## src/rtl/demux_1x4_8bit_loader_pkg.sv

```systemverilog
// Shared types and constants for the byte-serial operand loader.
// Optional direct lane addressing is enabled with DEMUX_ADDR_SEL_EN.
package demux_pkg;

    localparam int unsigned WIDTH = 8;
    localparam int unsigned LANES = 4;
    localparam int unsigned CNT_W = 3;

    typedef logic [1:0]       lane_idx_t;
    typedef logic [CNT_W-1:0] fill_cnt_t;
    typedef logic [LANES-1:0] lane_mask_t;

    typedef enum logic {
        FILL = 1'b0,
        HOLD = 1'b1
    } state_t;

    // Number of loaded lanes in a mask.
    function automatic fill_cnt_t popcount4(input lane_mask_t m);
        fill_cnt_t c;
        c = '0;
        for (int i = 0; i < int'(LANES); i++) begin
            c = c + fill_cnt_t'(m[i]);
        end
        return c;
    endfunction

endpackage

```

## src/rtl/demux_1x4_8bit_loader_if.sv

```systemverilog
// Byte-in / operand-set-out handshake bundle of the loader.
// The sel lane address exists only when DEMUX_ADDR_SEL_EN is defined.
interface demux_1x4_8bit_loader_if;
    import demux_pkg::*;

    logic [WIDTH-1:0] inp;
    logic             inpValid;
    logic             inpReady;
    logic [WIDTH-1:0] out0;
    logic [WIDTH-1:0] out1;
    logic [WIDTH-1:0] out2;
    logic [WIDTH-1:0] out3;
    logic             outValid;
    logic             outReady;
    fill_cnt_t        fillCnt;
`ifdef DEMUX_ADDR_SEL_EN
    lane_idx_t        sel;
`endif

    modport master (
`ifdef DEMUX_ADDR_SEL_EN
        output sel,
`endif
        output inp, inpValid, outReady,
        input  inpReady, out0, out1, out2, out3, outValid, fillCnt
    );

    modport slave (
`ifdef DEMUX_ADDR_SEL_EN
        input  sel,
`endif
        input  inp, inpValid, outReady,
        output inpReady, out0, out1, out2, out3, outValid, fillCnt
    );

endinterface

```

## src/rtl/demux_1x4_8bit_loader_lane.sv

```systemverilog
// One operand lane: WIDTH-bit register with write enable, cleared by reset.
module lane_reg_8bit #(
    parameter int unsigned WIDTH = 8
) (
    input  logic             clk,
    input  logic             rstN,
    input  logic             we,
    input  logic [WIDTH-1:0] d,
    output logic [WIDTH-1:0] q
);

    always_ff @(posedge clk or negedge rstN) begin
        if (!rstN) begin
            q <= '0;
        end else if (we) begin
            q <= d;
        end
    end

endmodule

```

## src/rtl/demux_1x4_8bit_loader.sv

```systemverilog
// Steers a byte stream into four operand lanes (ReA, ImA, ReB, ImB) and
// hands the full set out with valid/ready. DEMUX_ADDR_SEL_EN adds direct lane addressing.
module demux_1x4_8bit_loader
    import demux_pkg::*;
(
    input  logic                    clk,
    input  logic                    rstN,
    input  logic                    clr,
    demux_1x4_8bit_loader_if.slave  bus
);

    state_t           state_q;
    state_t           state_d;
    logic [LANES-1:0] lane_we;
    logic [WIDTH-1:0] lane_q [LANES];

`ifdef DEMUX_ADDR_SEL_EN
    lane_mask_t mask_q;
    lane_mask_t mask_d;

    // Completion is tracked by which lanes have been written at least once.
    always_ff @(posedge clk or negedge rstN) begin
        if (!rstN) begin
            state_q <= FILL;
            mask_q  <= '0;
        end else begin
            state_q <= state_d;
            mask_q  <= mask_d;
        end
    end

    always_comb begin
        state_d = state_q;
        mask_d  = mask_q;
        lane_we = '0;
        if (clr) begin
            state_d = FILL;
            mask_d  = '0;
        end else begin
            case (state_q)
                FILL: begin
                    if (bus.inpValid) begin
                        lane_we[bus.sel] = 1'b1;
                        mask_d           = mask_q | (lane_mask_t'(1) << bus.sel);
                        if (mask_d == '1) begin
                            state_d = HOLD;
                        end
                    end
                end
                HOLD: begin
                    if (bus.outReady) begin
                        state_d = FILL;
                        mask_d  = '0;
                    end
                end
            endcase
        end
    end

    assign bus.fillCnt = popcount4(mask_q);
`else
    fill_cnt_t cnt_q;
    fill_cnt_t cnt_d;

    // Lanes are filled strictly in order; the low counter bits address the lane.
    always_ff @(posedge clk or negedge rstN) begin
        if (!rstN) begin
            state_q <= FILL;
            cnt_q   <= '0;
        end else begin
            state_q <= state_d;
            cnt_q   <= cnt_d;
        end
    end

    always_comb begin
        state_d = state_q;
        cnt_d   = cnt_q;
        lane_we = '0;
        if (clr) begin
            state_d = FILL;
            cnt_d   = '0;
        end else begin
            case (state_q)
                FILL: begin
                    if (bus.inpValid) begin
                        lane_we[cnt_q[1:0]] = 1'b1;
                        cnt_d               = cnt_q + 3'd1;
                        if (cnt_d == fill_cnt_t'(LANES)) begin
                            state_d = HOLD;
                        end
                    end
                end
                HOLD: begin
                    if (bus.outReady) begin
                        state_d = FILL;
                        cnt_d   = '0;
                    end
                end
            endcase
        end
    end

    assign bus.fillCnt = cnt_q;
`endif

    for (genvar g = 0; g < int'(LANES); g++) begin : g_lane
        lane_reg_8bit #(.WIDTH(WIDTH)) u_lane (
            .clk  (clk),
            .rstN (rstN),
            .we   (lane_we[g]),
            .d    (bus.inp),
            .q    (lane_q[g])
        );
    end

    // Handshake flags are pure decodes of the state register.
    assign bus.inpReady = (state_q == FILL);
    assign bus.outValid = (state_q == HOLD);
    assign bus.out0     = lane_q[0];
    assign bus.out1     = lane_q[1];
    assign bus.out2     = lane_q[2];
    assign bus.out3     = lane_q[3];

endmodule

```

## src/flat_wrapper.sv

```systemverilog
// flat-port wrapper written by rule: the top's interface ports become plain ports
module demux_1x4_8bit_loader_flat import demux_pkg::*;
  (clk, rstN, clr, bus_inp, bus_inpValid, bus_outReady, bus_inpReady, bus_out0, bus_out1, bus_out2, bus_out3, bus_outValid, bus_fillCnt);
  demux_1x4_8bit_loader_if bus_i ();
  input  logic clk;
  input  logic rstN;
  input  logic clr;
  input wire logic [$bits(bus_i.inp)-1:0] bus_inp;
  input wire logic [$bits(bus_i.inpValid)-1:0] bus_inpValid;
  input wire logic [$bits(bus_i.outReady)-1:0] bus_outReady;
  output wire logic [$bits(bus_i.inpReady)-1:0] bus_inpReady;
  output wire logic [$bits(bus_i.out0)-1:0] bus_out0;
  output wire logic [$bits(bus_i.out1)-1:0] bus_out1;
  output wire logic [$bits(bus_i.out2)-1:0] bus_out2;
  output wire logic [$bits(bus_i.out3)-1:0] bus_out3;
  output wire logic [$bits(bus_i.outValid)-1:0] bus_outValid;
  output wire logic [$bits(bus_i.fillCnt)-1:0] bus_fillCnt;
  assign bus_i.inp = bus_inp;
  assign bus_i.inpValid = bus_inpValid;
  assign bus_i.outReady = bus_outReady;
  assign bus_inpReady = bus_i.inpReady;
  assign bus_out0 = bus_i.out0;
  assign bus_out1 = bus_i.out1;
  assign bus_out2 = bus_i.out2;
  assign bus_out3 = bus_i.out3;
  assign bus_outValid = bus_i.outValid;
  assign bus_fillCnt = bus_i.fillCnt;
  demux_1x4_8bit_loader u_core (.clk(clk), .rstN(rstN), .clr(clr), .bus(bus_i));
endmodule
```

## config.mk

```make
export PLATFORM = sky130hd
export DESIGN_NAME = demux_1x4_8bit_loader_flat
export DESIGN_NICKNAME = d
export VERILOG_FILES = /design/src/rtl/demux_1x4_8bit_loader_pkg.sv /design/src/rtl/demux_1x4_8bit_loader_if.sv /design/src/rtl/demux_1x4_8bit_loader_lane.sv /design/src/rtl/demux_1x4_8bit_loader.sv /design/src/flat_wrapper.sv
export SDC_FILE = /design/constraint.sdc
export NUM_CORES = 1
export LEC_CHECK = 0
export CAP_MARGIN = 10
export CORE_AREA = 2 2 75 77
export DETAILED_ROUTE_END_ITERATION = 6
export DIE_AREA = 0 0 77 79
export MAX_ROUTING_LAYER = met4
export PLACE_DENSITY = 0.62
export SYNTH_ARGS = -nofsm -noshare
export SYNTH_HDL_FRONTEND = slang
export SYNTH_SLANG_ARGS = --single-unit
```

## constraint.sdc

```tcl
create_clock -name clk -period 1.25 [get_ports clk]
set_input_delay 0.25 -clock clk [delete_from_list [all_inputs] [get_ports clk]]
set_output_delay 0.25 -clock clk [all_outputs]
set_load 0.01 [all_outputs]
```

Word-level counts from Yosys, hierarchy flattened:

Index checks and enable logic that the tools add are counted.

* logic and storage cells: 29
* memories kept: 0
* latch bits: 0
* bits of input ports: 13
* RAM bits: 0
* ROM bits: 0
* register bits: 36

* eq/ne operators: 3
* bitwise gates (word level): 1
* reduce and logical (&&, ||, !) cells: 2
* div/mod/pow operators: 0
* shift-type cells: 0
* $lt $le $gt $ge: 2
* multiply operators: 0
* add/sub/neg operators: 1
* multiplexer cells: 14

Operator list (number)
* two-way mux 4 bit: 3
* two-way mux 3 bit: 3
* != test 3 bit, second input constant: 2
* one-hot mux 3 bit (2 select lines): 1
* two-way mux 1 bit: 5
* adder 3 x 1 -> 3 bit, second input constant: 1
* == test 3 bit, second input constant: 1
* < comparator 2 x 3 -> 1 bit, second input constant: 1
* demux 1 bit (select 2 bit): 1
* greater-or-equal comparator 2 x 1 -> 1 bit, second input constant: 1
* one-hot mux 1 bit (2 select lines): 1
* AND reduction 2 bit: 1
* logical AND 1 bit: 1
* inverter 1 bit: 1

Longest topological paths before layout:

* depth in word-level cells: 7
* gate-level depth with buffers: 5
* mapped depth without buffers: 5

By module:

A second synthesis with hierarchy kept.

* cells, all modules: 99
* area total of the unflattened synthesis: 1635.3 um^2

Modules (own cells, without submodules)
* lane_reg_8bit: cells an instance 17, instances 4, area each 331.6 um^2, seq. area each 200.2 um^2
* demux_1x4_8bit_loader: cells an instance 31, instances 1, area each 309.0 um^2, seq. area each 100.1 um^2

Worst setup path after synthesis:

Ideal clock, no wire load.

* path type: reg2reg
* start: register u_core.state_q (netlist: u_core.bus.outValid)
* end: register u_core.g_lane[3].u_lane.q[0]
* arrival time: 1.281 ns
* stages on the path, launching flop included: 5
* slack: -0.155 ns
* cell sequence: dfrtp_1 > nor3b_2 > and2_2 > buf_6 > mux2_2

* longest elaborated chain between the ends: 2

RTL lines
* start, declared: RTL line demux_1x4_8bit_loader.sv:12 `state_t state_q;`
* start signal, assigned: RTL line demux_1x4_8bit_loader.sv:71 `state_q <= state_d;`
* two-way mux 4 bit: RTL line demux_1x4_8bit_loader.sv:84 `case (state_q)`
* two-way mux 4 bit: RTL line demux_1x4_8bit_loader.sv:80 `if (clr) begin`
* end signal, assigned: RTL line demux_1x4_8bit_loader_lane.sv:14 `q <= '0;`
* end signal, assigned: RTL line demux_1x4_8bit_loader_lane.sv:16 `q <= d;`
* end, declared: RTL line demux_1x4_8bit_loader_lane.sv:9 `output logic [WIDTH-1:0] q`

No other way between the ends.
A chain may end at the register's enable or synchronous reset.

Worst setup path after layout:

* start: register u_core.state_q (netlist: u_core.bus.outValid)
* end: register u_core.g_lane[3].u_lane.q[7]

The elaborated chain is that of the path after synthesis.

==> summary.md <==
| Metric | Value |
|---|---|
| Status | `complete, but fails checks` |
| Failing checks | `setup timing` |
| CP max stage cell | `dfrtp_2` |
| Reg-to-Reg End | `u_core.g_lane[3].u_lane.q[7]` |
| Critical path class | `register to register` |
| Synthesized area | `about 1500 um^2` |
| Final Hold Viols | `0` |
| Max Cap Viol | `0` |
| Warning count from the yosys run | `0` |
| M3 GR Usage | `approximately 4.5%` |
| Min Tclk post-route | `1.45 ns` |
| Post-synthesis sequential area ratio | `59.5%` |
| Fin. max-slew vios | `0` |
| Critical Path End Type | `register` |
| Post-Route Skew | `a little over 0.007 ns` |
| Fillers | `about 510` |
| Crit path DAT | `about 1.6 ns` |
| Relative slew slack | `approximately 80%` |
| Syn Inst Count | `about 100` |
| R2R Setup Slk | `-0.20 ns` |
| DRT antenna net count | `0` |
| Tcrit/Tclk final | `116%` |
| HPWL after DPL | `about 2500 um` |
| Leak | `~1.2 nW` |
| Initial DRT Pass Iterations | `3` |
| RSZ-0062 raised after global routing | `true` |
| PwrDens | `between 1500 and 2000 nW/um^2` |
| Finished Cell Area | `2540 um^2` |
| Crit path buf inv count | `0` |
| Antenna cells | `0` |
| Register bit total from synthesis | `36` |
| Die Y | `~79 um` |
| Worst Max-Slew Pin Slew | `around 0.33 ns` |
| Top cells by area, synth | `dfrtp_1, mux2_2, ha_1` |
| Total Power | `about 4 mW` |
| Maximum root-to-sink buffer count | `2` |
| Largest net degree at the start of global routing | `25` |
| Footprint of the multi-input gates | `about 740 um^2` |
| Crit path max-delay family | `simple AND/OR/NAND/NOR gates` |
| Achievable clock frequency | `a little under 700 MHz` |
| GR Util met2 | `a little over a fifth` |
| Sequential cell area | `903 um^2` |
| Count of cell types in the netlist | `17` |
| Layout cell share with drive strength beyond 1 | `between 40% and 50%` |
| Worst-Skew Late Latency | `~0.28 ns` |
| WHS | `~0.39 ns` |
| EDFF count, synth | `0` |
| Main synth FF type | `dfrtp_1` |
| Nets@finish | `193` |
| GR met1 Demand/Resource | `17.1%` |
| Synth top area share | `approximately three fifths` |
| Die W | `about 77 um` |
| GRT overflow | `0` |
| Iteration-0 DRC Markers | `42` |
| PortBufs | `49` |
| Cell taking the most area after synthesis | `dfrtp_1` |
| CTS tree | `yes` |
| Layout area overhead | `67.7%` |
| Reg clk slew, reported paths | `around 0.07 ns` |
| Worst VDD drop | `just over 0.8 mV` |
| Core area | `approximately 5300 um^2` |
| R2r worst-path depth | `3` |
| Worst path required time | `between 1 and 1.5 ns` |
| Ports | `50` |
| # H-tree levels | `2` |
| Synth Area per Inst | `roughly 15 um^2` |
| Die area | `6080 um^2` |
| Post-synth ARST share | `100%` |
| Detailed Route WL | `roughly 3800 um` |
| Vias in the first global route | `1143` |
| Via count | `1067` |
| Hold Path Class | `input pin to async pin` |
| Clock sink count | `36` |
| Placed Area | `2170 um^2` |
| Cell Chain, Critical Path | `nor3b_4 -> and2_4 -> mux2_2` |
| First-pass GRT wire length | `roughly 6200 um` |
| Gr usage total | `around 14%` |
| Synth Net Count | `roughly 120` |
| Startpoint Class | `register` |
| GR peak layer | `met2` |
| Reg2reg start | `u_core.bus.outValid` |
| Final WS setup | `-0.200 ns` |
| Initial antenna violation count | `0` |
| CP max FO | `8` |
| Max incr delay on CP | `approximately 0.44 ns` |
| Root Buffer | `clkbuf_8` |
| Post-layout util | `47.6%` |
| Most frequent cell after synthesis | `dfrtp_1` |
| Initial core utilization | `about 28%` |
| Final Wtd Congestion | `0.757` |
| CTS buffer count | `5` |
| Placed cell count | `around 230` |
| Per-cell routed wire length | `~15 um` |
| Placement Rows | `27` |
| Post-synth top cells | `dfrtp_1, mux2_2, ha_1` |
| Residual DRC | `0` |
| Via density | `~4.3` |
| # setup viols final | `36` |
| Non-filler cells, final | `~250` |
## per-layer routing
| layer | vias to the layer above | routed length, um |
|---|---|---|
| met5 | - | 0 |
| met2 | 40 | 1890 |
| li1 | 492 | - |
| met1 | 527 | 1610 |
| met4 | 0 | 48 |
| met3 | 8 | 245 |
## through the flow
| stage | setup slack (ns) | setup TNS, ns |
|---|---|---|
| 2_1_floorplan | -0.113 | -3.52 |
| 3_3_place_gp | -0.498 | -16.05 |
| 3_5_place_dp | -0.552 | -17.56 |
| 4_1_cts | -0.184 | -5.20 |
| 5_1_grt | -0.249 | -7.70 |
| 6_report | -0.200 | -6.04 |
## worst register-to-register path: stages, from the launching register on
cell and delay (ns):
dfrtp_2 0.44, nor3b_4 0.26, and2_4 0.29, mux2_2 0.35
## placed cells by master (no fill, tap or decap), types with 2 or more instances in the layout
master,netlist,layout
inv_4,0,2
clkdlybuf4s15_1,0,8
dlygate4sd2_1,0,27
buf_4,0,8
clkdlybuf4s50_1,0,9
dfrtp_1,36,34
ha_1,5,2
buf_6,4,16
and2_4,0,4
or3_1,2,2
mux2_4,0,32
a21oi_1,4,3
ha_4,0,3
dfrtp_2,0,2
clkbuf_8,0,5
## cell type report
class / instances / area share (%)
Timing Repair Buffer: 71 / 26.8
Multi-Input combinational cell: 57 / 29.0
Inverter: 4 / 0.788
Tap cell: 72 / 3.55
Clock inverter: 2 / 1.38
Clock buffer: 6 / 2.86
Sequential cell: 36 / 35.5
## worst max path at each step
| stage | cells past startpoint | end | startpoint | slack [ns] |
|---|---|---|---|---|
| after floorplan | 4 | u_core.g_lane[3].u_lane.q[0] | u_core.bus.outValid | -0.11 |
| after global placement | 5 | u_core.g_lane[1].u_lane.q[7] | bus_inpValid | -0.50 |
| after detailed placement | 5 | u_core.g_lane[0].u_lane.q[7] | bus_inpValid | -0.55 |
| after CTS | 3 | u_core.g_lane[3].u_lane.q[7] | u_core.bus.outValid | -0.18 |
| after global routing | 3 | u_core.g_lane[3].u_lane.q[7] | u_core.bus.outValid | -0.25 |
| final | 3 | u_core.g_lane[3].u_lane.q[7] | u_core.bus.outValid | -0.20 |
## sequential cells by signal, summed over array words and instances (netlist names)
| name | flops |
|---|---|
| u_core.bus.fillCnt | 3 |
| u_core.bus.outValid | 1 |
| u_core.g_lane.u_lane.q | 32 |
## report_power, final
| group | switching (mW) | internal (mW) | leakage (nW) |
|---|---|---|---|
| clock network | 0.403 | 0.592 | 0.0552 |
| registers | 0.187 | 1.50 | 0.450 |
| logic | 0.521 | 0.904 | 0.706 |
## kinds of logic (layout without fill, tap and decap cells)
family | count (synthesis) | after routing | share of synthesized area, %
buf+inv | 8 | 83 | 3.96
flops | 36 | 36 | 59.5
compound gates | 4 | 4 | 1.32
xor+xnor | 1 | 1 | 0.578
simple gates | 13 | 13 | 5.37
fa+ha+maj | 5 | 5 | 4.13
mux | 34 | 34 | 25.2
## timing repair
action,in CTS,in global routing
cloned,0,0
hold buffers,1,0
endpoints found under the hold margin,12,0
pin swaps,10,3
buffers inserted,2,7
resized for setup,108,13
endpoints found under the setup margin,72,49
Note: power is estimated with default switching activity, not from simulation.
